**config.mk**
```make
export PLATFORM = sky130hd
export DESIGN_NAME = trace_draw_sequencer
export DESIGN_NICKNAME = d
export VERILOG_FILES = /design/src/rtl/trace_draw_sequencer.sv
export SDC_FILE = /design/constraint.sdc
export NUM_CORES = 1
export LEC_CHECK = 0
export ABC_AREA = 1
export BUFFER_PORTS_ARGS = -buffer_cell sky130_fd_sc_hd__buf_4
export CAP_MARGIN = 0
export CORE_AREA = 5 5 71 105
export DETAILED_ROUTE_END_ITERATION = 12
export DIE_AREA = 0 0 76 110
export GPL_TIMING_DRIVEN = 0
export PLACE_DENSITY = 0.77
export SLEW_MARGIN = 20
export SYNTH_ARGS = -nofsm -noshare
export SYNTH_HDL_FRONTEND = slang
export SYNTH_SLANG_ARGS = --single-unit
```
**constraint.sdc**
```tcl
create_clock -name CLOCK_50 -period 2.7 [get_ports CLOCK_50]
set_clock_uncertainty 0.05 [all_clocks]
set_input_delay 0.54 -clock CLOCK_50 [delete_from_list [all_inputs] [get_ports CLOCK_50]]
set_output_delay 0.54 -clock CLOCK_50 [all_outputs]
set_load 0.01 [all_outputs]
```
**src/rtl/trace_draw_sequencer.sv**
```systemverilog
// Oscilloscope trace draw sequencer: optional screen clear, then one
// column per divider period with two pixel writes (trace 1, trace 2).
module trace_draw_sequencer #(
  parameter int VGA_WIDTH  = 640,
  parameter int VGA_HEIGHT = 480,
  parameter int SAMPLE_DIV = 32
) (
  input  logic       CLOCK_50,
  input  logic       reset,
  input  logic       start,
  input  logic       clear_first,
  input  logic [8:0] sample_y1,
  input  logic [8:0] sample_y2,
  output logic       step,
  output logic [9:0] wr_x,
  output logic [8:0] wr_y,
  output logic       wr_en,
  output logic [1:0] wr_color,
  output logic       busy,
  output logic       done
);

  localparam int DW = (SAMPLE_DIV > 2) ? $clog2(SAMPLE_DIV) : 2;
  localparam logic [DW-1:0] DIV_TOP = DW'(SAMPLE_DIV - 1);
  localparam logic [9:0] XMAX = 10'(VGA_WIDTH - 1);
  localparam logic [8:0] YMAX = 9'(VGA_HEIGHT - 1);
  localparam logic [9:0] YLIM = 10'(VGA_HEIGHT);

  typedef enum logic [2:0] {
    S_IDLE, S_CLEAR, S_WAIT, S_W1, S_W2, S_DONE
  } state_t;

  state_t state_q, state_d;
  logic [9:0] col_q, col_d;
  logic [DW-1:0] div_q, div_d;
  logic [8:0] y1_q, y1_d, y2_q, y2_d;
  logic [9:0] cx_q, cx_d;
  logic [8:0] cy_q, cy_d;
  logic step_q, step_d, wr_en_q, wr_en_d;
  logic [9:0] wr_x_q, wr_x_d;
  logic [8:0] wr_y_q, wr_y_d;
  logic [1:0] wr_color_q, wr_color_d;
  logic busy_q, busy_d, done_q, done_d;

  // Next state plus outputs for the cycle being entered. The divider
  // reloads at the step and keeps counting through W1/W2, so the step
  // period stays SAMPLE_DIV clocks including the two write cycles.
  always_comb begin
    state_d    = state_q;
    col_d      = col_q;
    div_d      = div_q;
    y1_d       = y1_q;
    y2_d       = y2_q;
    cx_d       = cx_q;
    cy_d       = cy_q;
    step_d     = 1'b0;
    wr_en_d    = 1'b0;
    wr_x_d     = '0;
    wr_y_d     = '0;
    wr_color_d = 2'b00;
    unique case (state_q)
      S_IDLE, S_DONE: begin
        if (start) begin
          col_d = '0;
          div_d = DIV_TOP;
          cx_d  = '0;
          cy_d  = '0;
          if (clear_first) begin
            state_d = S_CLEAR;
            wr_en_d = 1'b1;
          end else begin
            state_d = S_WAIT;
          end
        end
      end
      S_CLEAR: begin
        if (cx_q == XMAX && cy_q == YMAX) begin
          state_d = S_WAIT;
        end else begin
          if (cx_q == XMAX) begin
            cx_d = '0;
            cy_d = cy_q + 9'd1;
          end else begin
            cx_d = cx_q + 10'd1;
          end
          wr_en_d = 1'b1;
          wr_x_d  = cx_d;
          wr_y_d  = cy_d;
        end
      end
      S_WAIT: begin
        if (div_q == '0) begin
          state_d    = S_W1;
          div_d      = DIV_TOP;
          y1_d       = sample_y1;
          y2_d       = sample_y2;
          wr_en_d    = ({1'b0, sample_y1} < YLIM);
          wr_x_d     = col_q;
          wr_y_d     = sample_y1;
          wr_color_d = 2'b01;
        end else begin
          div_d  = div_q - 1'b1;
          step_d = (div_d == '0);
        end
      end
      S_W1: begin
        state_d    = S_W2;
        div_d      = div_q - 1'b1;
        wr_en_d    = ({1'b0, y2_q} < YLIM);
        wr_x_d     = col_q;
        wr_y_d     = y2_q;
        wr_color_d = 2'b10;
      end
      S_W2: begin
        if (col_q == XMAX) begin
          state_d = S_DONE;
          div_d   = '0;
        end else begin
          state_d = S_WAIT;
          col_d   = col_q + 10'd1;
          div_d   = div_q - 1'b1;
          step_d  = (div_d == '0);
        end
      end
      default: state_d = S_IDLE;
    endcase
    busy_d = (state_d == S_CLEAR) || (state_d == S_WAIT) ||
             (state_d == S_W1) || (state_d == S_W2);
    done_d = (state_d == S_DONE);
  end

  // State, counters, latched rows and registered outputs.
  always_ff @(posedge CLOCK_50 or posedge reset) begin
    if (reset) begin
      state_q    <= S_IDLE;
      col_q      <= '0;
      div_q      <= '0;
      y1_q       <= '0;
      y2_q       <= '0;
      cx_q       <= '0;
      cy_q       <= '0;
      step_q     <= 1'b0;
      wr_en_q    <= 1'b0;
      wr_x_q     <= '0;
      wr_y_q     <= '0;
      wr_color_q <= 2'b00;
      busy_q     <= 1'b0;
      done_q     <= 1'b0;
    end else begin
      state_q    <= state_d;
      col_q      <= col_d;
      div_q      <= div_d;
      y1_q       <= y1_d;
      y2_q       <= y2_d;
      cx_q       <= cx_d;
      cy_q       <= cy_d;
      step_q     <= step_d;
      wr_en_q    <= wr_en_d;
      wr_x_q     <= wr_x_d;
      wr_y_q     <= wr_y_d;
      wr_color_q <= wr_color_d;
      busy_q     <= busy_d;
      done_q     <= done_d;
    end
  end

  assign step     = step_q;
  assign wr_en    = wr_en_q;
  assign wr_x     = wr_x_q;
  assign wr_y     = wr_y_q;
  assign wr_color = wr_color_q;
  assign busy     = busy_q;
  assign done     = done_q;

endmodule

```
==> results.cfg, run 1 <==
[status]
outcome = completed

[floorplan]
dieArea_um2 = 8360
core_area_um2 = 6441
ios = 47
die_width_um = 76
start_util = 0.5472
num_rows = 36
die_h_um = 110

[timing]
report.final.slew_viol_count = 0
hold_slack_ns = 0.07403
layout_min_cycle_time_ns = 2.046
rsz0062_at_grt = false
worst_slew_pin_slew_ns = 0.5813
clock.fmax_ghz = 0.4887
fin_crit_sh = 0.7578
setup_violations = 0
relSlewSlack = 0.6110
hold_viol = 0

[finish]
num_antenna_cells = 0
layout.nets = 518
area_growth_pct = 19.28
seqCellArea_um2 = 1777
layout-drive-gt1-share = 0.1818
fillCellCount = 571
multi_input_area_um2 = 1511
stdcell_count = 571

[clock_tree]
cts-htree-levels = 3
cts_buffers = 9
tritoncts = done
postCtsHoldBufs = 0
ctsResizeCount = 0
path_clk_slew_ns = 0.07
cts_buffer_depth = 2
root_buffer = clkbuf_8
cts_sinks = 71
clk_latency_ns = 0.35
cts_setup_buffers = 0

[worst_setup_path]
cp_slowest_cell = nor2_1
cp_max_fo = 8
setup.worst_path.end_class = register
crit_chain = ha_1, nand3_1, nor2_1, nand2_1, nor2_1, nor2_1, nand3_1, nand3_1
slowest_delay_ns = 0.46
critPathLaunchType = register
rr_startpoint = cx_q[0]
critPathLaunch = cx_q[0]
arrival_ns = 2.27
crit_required_ns = 2.93
crit_type = register to register

[synthesis]
synthAdderAreaFrac = 0.02130
synth_simple_gate_area_frac = 0.2737
synth_compound_gate_area_share = 0.1115
synth_mux_area_frac = 0
ys_seq_area_frac = 0.5041
synth_top_family_by_area = simple AND/OR/NAND/NOR gates
postSynthAreaPerCell_um2 = 8.159
ys_ff_latch = 71
synth_cell_types = 28
syn_inst = 432
synth_warnings = 0
syn-num-nets = 460
synthesis.area_um2 = 3525
synth_xor_area_frac = 0.02236

[place]
port_buffers = 46
dp_hpwl_mm = 6.058
dp.cells = 555
place_congestion = 0.9079

[job]
drv_cap = 0

[power_and_ir_drop]
pwr_density_cell_nw_per_um2 = 835.0
leakage_nw = 2.165
ir_drop_mv = 0.5097

[route]
wl_per_cell_um = 14.07
detail-route-antenna-nets = 0
drt_pass1_iterations = 5
post-route-drc-count = 0
wl_mm = 8.034
vias = 3065
detail_route.vias_per_cell = 5.368
drt-initial-drc-count = 170

[grt]
antenna_found_initial = 0
grt_pass1_wl_mm = 13.69
grt_overflow_total = 0
grtUsageTotal = 0.2033
grt_max_degree = 55
first_global_vias = 3062

[worst_hold_path]
worstHoldPathType = input port to asynchronous set/reset pin
[critical path, delay by kind of cell (launching register included)]
kind / cells / cell delay (ns)
adder cells (fa/ha/maj): 1 / 0.22
flip-flops: 1 / 0.40
AND/OR/NAND/NOR: 7 / 1.30
[worst paths after layout]
kind                            end  depth (start not counted)  slack [ns]
max                         wr_y[3]                          8        0.65
min                        col_q[3]                          2        0.07
max reg2reg                 wr_y[3]                          8        0.65
min reg2reg                 y2_q[4]                          2        0.44
max in group asynchronous   y2_q[6]                          3        2.00
min in group CLOCK_50       y2_q[7]                          3        0.33
[state kept, by name (all words and copies together) (netlist names), 2 cells and up]
register,flops
wr_x,10
y2_q,9
div_q,5
wr_color,2
cx_q,10
cy_q,9
col_q,10
wr_y,9
state_q,3
[kinds of logic (layout without fill, tap and decap cells)]
family,after synthesis,count (layout)
AND/OR/NAND/NOR,221,221
flip-flops,71,71
AO/OA/AOI/OAI,65,65
buffers and inverters,60,123
XOR/XNOR,9,9
adder cells (fa/ha/maj),6,6
[metrics by stage]
step	total power [mW]	setup TNS, ns	cell area, µm²	worst slack (ns)	utilization
2_1_floorplan	2.257	0	3525	0.3134	-
3_3_place_gp	2.600	-37.37	3965	-0.5301	0.6156
3_5_place_dp	2.637	0	3995	0.6817	0.6202
4_1_cts	3.532	0	4204	0.6572	0.6527
5_1_grt	3.760	0	4204	0.4660	0.6527
6_report	3.510	0	4204	0.6539	0.6527
[layout make-up]
| type | instances | area share |
|---|---|---|
| well taps | 76 | 0.02262 |
| multi-input cells | 301 | 0.3595 |
| clock inverters | 3 | 0.009524 |
| plain buffers | 5 | 0.007143 |
| repair buffers | 47 | 0.08869 |
| flip-flops and latches | 71 | 0.4226 |
| inverters | 55 | 0.04970 |
| clock buffers | 13 | 0.04018 |
[placed cells by master (no fill, tap or decap), types with 2 or more instances in the layout]
cell,count
buf_2,3
o21ai_2,11
nand3b_1,2
nor2_1,31
clkinv_2,2
nor3_1,6
dfrtp_1,71
a21oi_1,8
a31oi_1,3
clkbuf_1,2
nand3_1,41
nand2_1,119
nor2_2,4
o21ai_0,33
inv_2,2
nand2_2,2
buf_4,46
xor2_1,8
a22oi_1,5
o22ai_1,2
o211ai_1,3
inv_1,52
nand4_1,12
ha_1,6
clkbuf_8,12
[cell usage after synthesis]
master,n,area share
nand2_1,119,0.13
dfrtp_1,71,0.50
inv_1,53,0.056
nand3_1,41,0.058
o21ai_0,33,0.047
nor2_1,31,0.033
nand4_1,12,0.021
o21ai_2,11,0.027
a21oi_1,8,0.011
xor2_1,8,0.020
ha_1,6,0.021
nor3_1,6,0.0085
a22oi_1,5,0.011
nor2_2,4,0.0071
a31oi_1,3,0.0053
buf_2,3,0.0043
o211ai_1,3,0.0064
inv_2,2,0.0021
nand2_2,2,0.0035
nand3b_1,2,0.0043
o22ai_1,2,0.0035
buf_6,1,0.0032
clkbuf_1,1,0.0011
nand3_2,1,0.0028
nand3b_2,1,0.0032
nor2_4,1,0.0032
or2_2,1,0.0018
xnor2_1,1,0.0025
[power breakdown]
group          switching (mW)  internal [mW]
sequential              0.135           1.28
combinational           0.776          0.437
clock                   0.384          0.500
[metal layers]
| metal | wire (µm) | track usage | up-vias |
|---|---|---|---|
| li1 | - | - | 1528 |
| met1 | 3161 | 0.2227 | 1443 |
| met2 | 4356 | 0.3713 | 78 |
| met3 | 310 | 0.04553 | 16 |
| met4 | 205 | 0.09669 | 0 |
| met5 | 0 | 0 | - |
No activity file was read; power rests on OpenSTA's default activity.
==> run 2: changes to the inputs <==
==> constraint.sdc (replaced) <==
create_clock -name CLOCK_50 -period 1.91 [get_ports CLOCK_50]
set_clock_uncertainty 0.05 [all_clocks]
set_input_delay 0.382 -clock CLOCK_50 [delete_from_list [all_inputs] [get_ports CLOCK_50]]
set_output_delay 0.382 -clock CLOCK_50 [all_outputs]
set_load 0.01 [all_outputs]
==> run 2 against run 1 <==
Compared with the run above: global-route usage stayed put; power is 51% higher; worst setup slack worse by 0.61 ns; sequential share of layout area is 1.6 points lower; final cell count is 1.6% higher; critical endpoint is now cy_q[1]; largest cell class unchanged; largest power group is now combinational logic.
==> results.cfg, run 2 (same netlist as run 1, synthesis figures left out) <==
[status]
outcome = completed

[worst_setup_path]
critPathLaunchType = register
cp_max_fo = 7
setup.worst_path.end_class = register
rr_startpoint = cx_q[1]
ff2ff_setup_slack_ns = 0.04
arrival_ns = 2.11
crit_type = register to register
r2r_cells = 10
crit_required_ns = 2.15
rr_endpoint = cy_q[1]

[floorplan]
num_rows = 36
ios = 47
die_h_um = 110
dieArea_um2 = 8360
core_area_um2 = 6441
start_util = 0.5472
die_width_um = 76

[timing]
clock.fmax_ghz = 0.5357
hold_slack_ns = 0.02207
hold_viol = 0
setup-tns-final_ns = 0
layout_min_cycle_time_ns = 1.867
fin_crit_sh = 0.9773
relSlewSlack = 0.6340
worst_slew_pin_slew_ns = 0.5479
setup_violations = 0
report.final.slew_viol_count = 0

[finish]
area_growth_pct = 24.28
num_antenna_cells = 0
mostFrequentLayoutCells = 115 x nand2_1, 69 x dfrtp_1, 54 x buf_4
seqCellArea_um2 = 1779
multi_input_area_um2 = 1579
fillCellCount = 536
layout.nets = 528
final_common_cell = nand2_1
layout-drive-gt1-share = 0.2321

[route]
vias = 3128
detail_route.vias_per_cell = 5.393
wl_mm = 8.272
detail-route-antenna-nets = 0
post-route-drc-count = 0
drt_pass1_iterations = 4
wl_per_cell_um = 14.26
drt-initial-drc-count = 186

[clock_tree]
cts_buffer_depth = 2
cts-htree-levels = 3
cts_buffers = 9
tritoncts = done
path_clk_slew_ns = 0.07
postCtsHoldBufs = 0
cts_sinks = 71
clk_latency_ns = 0.36
root_buffer = clkbuf_8

[power_and_ir_drop]
ir_drop_mv = 0.7904
pwr_density_cell_nw_per_um2 = 1207
leakage_nw = 2.255

[place]
port_buffers = 46
place_congestion = 0.9183
dp_hpwl_mm = 6.015

[grt]
antenna_found_initial = 0
first_global_vias = 3097
grt_max_degree = 26
grtUsageTotal = 0.2033
grt_pass1_wl_mm = 13.57
grt_overflow_total = 0

[worst_hold_path]
worstHoldPathType = input port to asynchronous set/reset pin

[job]
drv_cap = 0
==> run 2: cell count changes in the layout (fill, tap and decap cells not counted), moves of 3 or more <==
cell	before	now
buf_4	46	54
nor2_2	4	8
nand2_1	119	115
nor2_1	31	24
nor2_4	1	4
==> run 2: final cells by class <==
type	instances	share of cell area
clock inverter	4	0.01028
tap	76	0.02171
inverter	55	0.04799
multi-input combinational	301	0.3605
buffer	5	0.009712
sequential	71	0.4062
clock buffer	11	0.03456
timing repair buffer	57	0.1091
==> run 2: how the worst max path moves through the flow <==
stage | from | end | slack [ns] | depth (start not counted)
2_1_floorplan | cx_q[0] | cy_q[1] | 0.30 | 8
3_3_place_gp | cx_q[0] | wr_y[1] | -0.08 | 8
3_5_place_dp | cx_q[0] | cy_q[3] | -0.14 | 8
4_1_cts | div_q[0] | wr_x[8] | 0.03 | 8
5_1_grt | cx_q[0] | cy_q[8] | -0.04 | 10
6_report | cx_q[1] | cy_q[1] | 0.04 | 10
==> run 2: repair_timing <==
| action | CTS | global route |
|---|---|---|
| resized for setup | 1 | 26 |
| buffers inserted | 0 | 8 |
| setup endpoints to repair | 15 | 45 |
| pin swaps | 0 | 8 |
| gates cloned | 0 | 1 |
==> run 2: per-stage QoR <==
step                      area [µm²]  power (mW)  utilization  setup slack (ns)  instances
after floorplan                 3528       3.191            -            0.3048        432
after global placement          3969       3.674       0.6162          -0.08122        554
after detailed placement        4016       3.740       0.6235           -0.1379        556
after CTS                       4215       4.951       0.6544           0.03224        571
after global routing            4380       5.644       0.6801          -0.03711        580
final                           4380       5.288       0.6801           0.04331        580
==> run 2: critical path, stage by stage (launching register included) <==
cell and delay, ns:
dfrtp_1 0.38, ha_2 0.21, nand2_2 0.07, nor2_2 0.14
nand2_2 0.10, nor2_4 0.17, nand2_4 0.08, o21ai_4 0.21
nor2_4 0.11, clkbuf_16 0.17, o21ai_2 0.10
==> run 2: per-layer routing <==
metal	global-route usage	vias up	routed length, µm
met1	0.2270	1482	3283
li1	-	1541	-
met4	0.1107	0	291
met5	0	-	0
met3	0.04959	20	354
met2	0.3566	85	4343
==> run 2: power by group <==
part	internal [mW]	switching (mW)
clock network	0.660	0.548
logic	0.863	1.22
registers	1.81	0.185
total	3.33	1.95
